## config.mk

```make
export PLATFORM = sky130hd
export DESIGN_NAME = servo_pwm_multi
export DESIGN_NICKNAME = d
export VERILOG_FILES = /design/src/rtl/servo_pwm_multi.sv
export SDC_FILE = /design/constraint.sdc
export NUM_CORES = 1
export LEC_CHECK = 0
export CAP_MARGIN = 20
export CORE_ASPECT_RATIO = 1.25
export CORE_UTILIZATION = 43
export DETAILED_ROUTE_END_ITERATION = 10
export PLACE_DENSITY = 0.64
export SLEW_MARGIN = 40
export SYNTH_ARGS = -nofsm -noshare
export SYNTH_HDL_FRONTEND = slang
export SYNTH_SLANG_ARGS = --single-unit
```

## constraint.sdc

```tcl
create_clock -name clk -period 3.7 [get_ports clk]
set_clock_uncertainty 0.2 [all_clocks]
set_input_delay 0.37 -clock clk [delete_from_list [all_inputs] [get_ports clk]]
set_output_delay 0.37 -clock clk [all_outputs]
set_load 0.02 [all_outputs]
```

## src/rtl/servo_pwm_multi.sv

```systemverilog
// ---------------------------------------------------------------------------
// servo_pwm_multi
//
// Multi-channel RC-servo pulse generator. All channels share one frame of
// PERIOD_US microseconds. Each channel owns a target width, clamped to
// [MIN_US, MAX_US] when written, and a current width. The current width moves
// toward the target by at most STEP_US per frame, and only at the frame
// boundary, so every emitted pulse is a whole, clean pulse.
//
// Ports:
//   clk          system clock (CLK_HZ, integer multiple of 1 MHz)
//   reset_n      asynchronous active-low reset
//   wr_en        one-cycle write strobe
//   wr_ch        channel index for the write
//   wr_pulse     requested pulse width in us (clamped before storing)
//   ch_en        per-channel output enable
//   servo        registered PWM outputs
//   at_target    per channel, current width equals target width
//   frame_start  one-cycle pulse in the first cycle of every frame
//   wr_err       one-cycle pulse after a write to a channel >= CH
// ---------------------------------------------------------------------------
module servo_pwm_multi #(
    parameter int CLK_HZ    = 125_000_000,
    parameter int CH        = 4,
    parameter int PERIOD_US = 20000,
    parameter int MIN_US    = 500,
    parameter int MAX_US    = 2500,
    parameter int CENTER_US = 1500,
    parameter int STEP_US   = 20
) (
    input  logic          clk,
    input  logic          reset_n,
    input  logic          wr_en,
    input  logic [3:0]    wr_ch,
    input  logic [11:0]   wr_pulse,
    input  logic [CH-1:0] ch_en,
    output logic [CH-1:0] servo,
    output logic [CH-1:0] at_target,
    output logic          frame_start,
    output logic          wr_err
);

    localparam int DIV = CLK_HZ / 1_000_000;
    // A divide-by-one prescaler still needs a one-bit register.
    localparam int PW  = (DIV > 1) ? $clog2(DIV) : 1;

    localparam logic [PW-1:0] PRESC_MAX = PW'(DIV - 1);
    localparam logic [14:0]   FRAME_MAX = 15'(PERIOD_US - 1);
    localparam logic [11:0]   MIN_W     = 12'(MIN_US);
    localparam logic [11:0]   MAX_W     = 12'(MAX_US);
    localparam logic [11:0]   CENTER_W  = 12'(CENTER_US);
    localparam logic [11:0]   STEP_W    = 12'(STEP_US);
    localparam logic [4:0]    CH_W      = 5'(CH);

    logic [PW-1:0] presc;
    logic          tick_us;
    logic [14:0]   frame_cnt;
    logic          boundary;
    logic          wr_valid;
    logic [11:0]   wr_clamped;
    logic [11:0]   target [CH];
    logic [11:0]   cur    [CH];

    assign tick_us  = (presc == PRESC_MAX);
    // The last microsecond of the frame: frame_cnt wraps on this edge.
    assign boundary = tick_us && (frame_cnt == FRAME_MAX);
    assign wr_valid = wr_en && ({1'b0, wr_ch} < CH_W);

    // NOTE: every always_comb output gets a default assignment first, so no
    // path leaves it unassigned and no latch is inferred.
    always_comb begin
        wr_clamped = wr_pulse;
        if (wr_pulse < MIN_W) begin
            wr_clamped = MIN_W;
        end else if (wr_pulse > MAX_W) begin
            wr_clamped = MAX_W;
        end
    end

    always_comb begin
        at_target = '0;
        for (int i = 0; i < CH; i++) begin
            at_target[i] = (cur[i] == target[i]);
        end
    end

    // One ramp step from c toward t; differences in 13 bits cannot wrap.
    function automatic logic [11:0] ramp_step(input logic [11:0] c,
                                              input logic [11:0] t);
        logic [12:0] diff;
        logic [11:0] next;
        diff = '0;
        next = c;
        if (STEP_US == 0) begin
            next = t;
        end else if (c < t) begin
            diff = {1'b0, t} - {1'b0, c};
            next = (diff > {1'b0, STEP_W}) ? c + STEP_W : t;
        end else if (c > t) begin
            diff = {1'b0, c} - {1'b0, t};
            next = (diff > {1'b0, STEP_W}) ? c - STEP_W : t;
        end
        return next;
    endfunction

    // Timebase, frame counter and registered outputs.
    // NOTE: sequential state is always assigned with <= so every register
    // samples the pre-edge value of every other register.
    always_ff @(posedge clk or negedge reset_n) begin
        if (!reset_n) begin
            presc       <= '0;
            frame_cnt   <= '0;
            frame_start <= 1'b0;
            wr_err      <= 1'b0;
            servo       <= '0;
        end else begin
            presc <= tick_us ? '0 : presc + PW'(1);
            if (tick_us) begin
                frame_cnt <= (frame_cnt == FRAME_MAX) ? 15'd0 : frame_cnt + 15'd1;
            end
            frame_start <= boundary;
            wr_err      <= wr_en && !wr_valid;
            for (int i = 0; i < CH; i++) begin
                servo[i] <= ch_en[i] && (frame_cnt < {3'b000, cur[i]});
            end
        end
    end

    // Per-channel width registers. The ramp reads target before this edge,
    // so a write landing on the boundary only takes effect next frame.
    // NOTE: target/cur are small register arrays, not RAM, so they are reset
    // like any other flop to give a defined centre position after reset.
    always_ff @(posedge clk or negedge reset_n) begin
        if (!reset_n) begin
            for (int i = 0; i < CH; i++) begin
                target[i] <= CENTER_W;
                cur[i]    <= CENTER_W;
            end
        end else begin
            for (int i = 0; i < CH; i++) begin
                if (boundary) begin
                    cur[i] <= ramp_step(cur[i], target[i]);
                end
                if (wr_valid && (wr_ch == 4'(i))) begin
                    target[i] <= wr_clamped;
                end
            end
        end
    end

endmodule

```

==> run_results.csv <==
group,metric,value,unit
run_status,status,"finished, violations left",
run_status,violations,"negative setup slack",
timing,fin_crit_sh,1.00,
synthesis,synth-simple-area-share,0.212,
die,die-area,30100,µm²
timing,setup_ws,-3.30,ps
worst_setup_path,worstPathMaxFanout,6,
route,wl_per_cell,18.7,µm
grt,antenna_found_initial,0,
grt,grt_pass1_vias,12000,
route,antenna_left,0,
layout,antennaDiodeCount,0,
clock_tree,cts_buffer_depth,2,
timing,slew_viol_final,0,
synthesis,synth_fa_ha_area_frac,0.156,
die,row_count,69,
pwr,irDropWorstVdd,0.292,mV
placed_design,place.gp.congestion,0.940,
die,ios,33,
worst_setup_path,critical_path.cell_chain,"inv_2, ha_4, inv_4, fa_2, a21o_1, a21oi_2, xnor2_1, a31oi_1, or4_4, nor4b_4, buf_4, a31oi_4, o21ai_2, buf_6, buf_6, and3_4, buf_6, a22oi_2, nand2_1",
synthesis,syn_area_per_cell,7.94,µm²
route,vias_per_cell,5.96,
run,cap_viol_max_count,0,
die,die_x,155,µm
timing,fmax,270,MHz
pwr,p_clk_frac,0.279,
grt,grt_max_degree,100,
layout,mostFrequentLayoutCell,"o21ai_0",
synthesis,synth_top_family_by_area,"compound AO/OA/AOI/OAI gates",
placed_design,dp_hpwl,30.4,mm
die,initial_core_util,0.441,
timing,rsz0062_at_grt,"yes",
synthesis,syn_nets,1768,
placed_design,placed_area,14200,µm²
worst_setup_path,cp-end-kind,"register",
synthesis,synth_compound_area_frac,0.268,
route,vias,12700,
grt,gr-usage-all-layers,0.265,
worst_setup_path,cp.required,3880,ps
synthesis,synthFlopType,"dfrtp_1",
placed_design,place_ws,-82.4,ps
layout,syn_to_final_growth,20.8,%
worst_setup_path,start_kind,"register",
timing,tns,-3.30,ps
synthesis,ys_warn_count,0,
timing,finalHoldViolCount,0,
worst_setup_path,crit_top_cell,"buf_6",
layout,fin_area,15300,µm²
worst_setup_path,path_class,"reg2reg",
synthesis,async_reset_ff_frac,1.00,
layout,drive_gt1_frac,0.198,
synthesis,synthXorXnorAreaFrac,0.0347,
grt,grt_first_pass_wirelength,62.8,mm
pwr,power_switching,2.42,mW
timing,whs,211,ps
pwr,seqPwrFrac,0.269,
route,dr.pass1.iters,6,
clock_tree,htreeDepth,4,
worst_setup_path,crit_slowest_cell,"or4_4",
grt,grt_overflow_total,0,
die,coreArea,28700,µm²
worst_setup_path,arrival,3890,ps
pwr,comb_power_share,0.452,
timing,tightest_slew,841,ps
worst_setup_path,cpPeakStageDelay,550,ps
clock_tree,cts_tree,"done",
route,wirelength,39.9,mm
timing,min_period,3700,ps
synthesis,synth.distinct_cells,96,
clock_tree,cts.sinks,124,
synthesis,seq_area_frac_synth,0.251,
clock_tree,clock_latency,440,ps
pwr,p_per_area,394,nW/µm²
pwr,p_sw_frac,0.402,
placed_design,io_buffers,32,
clock_tree,root_buffer,"clkbuf_16",
timing,slew_headroom,0.438,
pwr,internal_power,3.59,mW
synthesis,synth-seq-cells,124,
synthesis,muxShareOfSynthArea,0.0136,
pwr,leakagePower,6.50,nW
die,die_y,194,µm
synthesis,synth_edf_count,0,
clock_tree,path_clk_slew,70,ps
layout,final_cell_mix,"o21ai_0 (146), nand2_1 (145), ha_1 (137)",
layout,fin_nets,1906,
clock_tree,numCtsBuffers,17,
route,drtIter0Drc,904,
synthesis,syn-cell-area,12600,µm²
route,drc,0,
layout,final_util,0.532,
worst_hold_path,hold_class,"in2async",
timing,setup_viol,1,
synthesis,syn_inst,1590,
## routing by layer
layer  track usage  wire (µm)
met1         0.321      16400
met2         0.471      20000
met3        0.0360       2090
met4         0.106       1500
met5             0          0
## Yosys cell counts (13+ instances only)
master / count / area (µm²)
a211oi_1: 18 / 135
a21o_1: 31 / 233
a21oi_1: 100 / 500
a31oi_1: 25 / 156
and3_1: 16 / 100
buf_2: 19 / 95.1
clkbuf_1: 33 / 124
dfrtp_1: 68 / 1700
dfstp_2: 56 / 1470
ha_1: 151 / 1890
inv_1: 138 / 518
nand2_1: 148 / 556
nand2b_1: 27 / 169
nand3_1: 56 / 280
nand4_1: 25 / 156
nor2_1: 97 / 364
nor2b_1: 26 / 163
nor3_1: 48 / 240
nor4_1: 19 / 119
o21a_1: 15 / 113
o21ai_0: 154 / 771
o22ai_1: 19 / 119
o31ai_1: 13 / 97.6
xnor2_1: 37 / 324
xor2_1: 13 / 114
## registers in the layout, summed over array words and instances (netlist names)
signal / cells
cur: 48
target: 48
frame_cnt: 15
presc: 7
servo: 4
frame_start: 1
wr_err: 1
## critical path, delay by kind of cell (launching register included)
kind | cells | cell delay, ps
and+or+nand+nor | 4 | 1080
AOI/OAI and AO/OA | 6 | 700
buffers and inverters | 6 | 640
DFF | 1 | 390
xor gates and xnor gates | 1 | 140
adders and majority gates | 2 | 470
## final timing paths
path	from	endpoint	slack, ps	cells after the start
max	target[12]	cur[16]	-3	19
min	reset_n	cur[47]	210	2
max reg2reg	target[12]	cur[16]	-3	19
min reg2reg	target[31]	target[31]	300	2
max in group asynchronous	reset_n	target[4]	2440	3
min in group clk	ch_en[0]	servo[0]	290	3
## power by group through the flow
stage | clock network, mW | registers, mW | logic [mW]
after global placement | 0 | 1.63 | 2.46
after CTS | 1.69 | 1.62 | 2.54
after floorplan | 0 | 1.61 | 1.69
after global routing | 1.74 | 1.63 | 2.97
after detailed placement | 0 | 1.64 | 2.48
final | 1.68 | 1.62 | 2.72
## cell families after synthesis
group,Yosys count
AOI/OAI and AO/OA,514
muxes,15
buffers and inverters,202
adders and majority gates,155
xor gates and xnor gates,50
DFF,124
and+or+nand+nor,530
## repair_timing
action,4_1_cts,5_1_grt
buffers inserted,6,4
cloned,0,0
gates resized for setup,20,80
setup endpoints to repair,14,42
hold endpoints to repair,49,0
pin swaps,11,33
hold buffers,1,0
## metrics by stage
| stage | cells | total power [mW] |
|---|---|---|
| floorplan | 1590 | 3.31 |
| global placement | 2087 | 4.10 |
| detailed placement | 2087 | 4.11 |
| CTS | 2126 | 5.85 |
| global route | 2131 | 6.35 |
| finish | 2131 | 6.01 |
## layout make-up
cell class              count  area (µm²)
repair buffers            181        1520
flip-flops and latches    124        3170
clock inverters            15         146
multi-input cells        1264        8970
inverters                 140         528
well taps                 390         488
fillers                  2727       13400
clock buffers              17         425
Note: power is estimated with default switching activity, not from simulation.
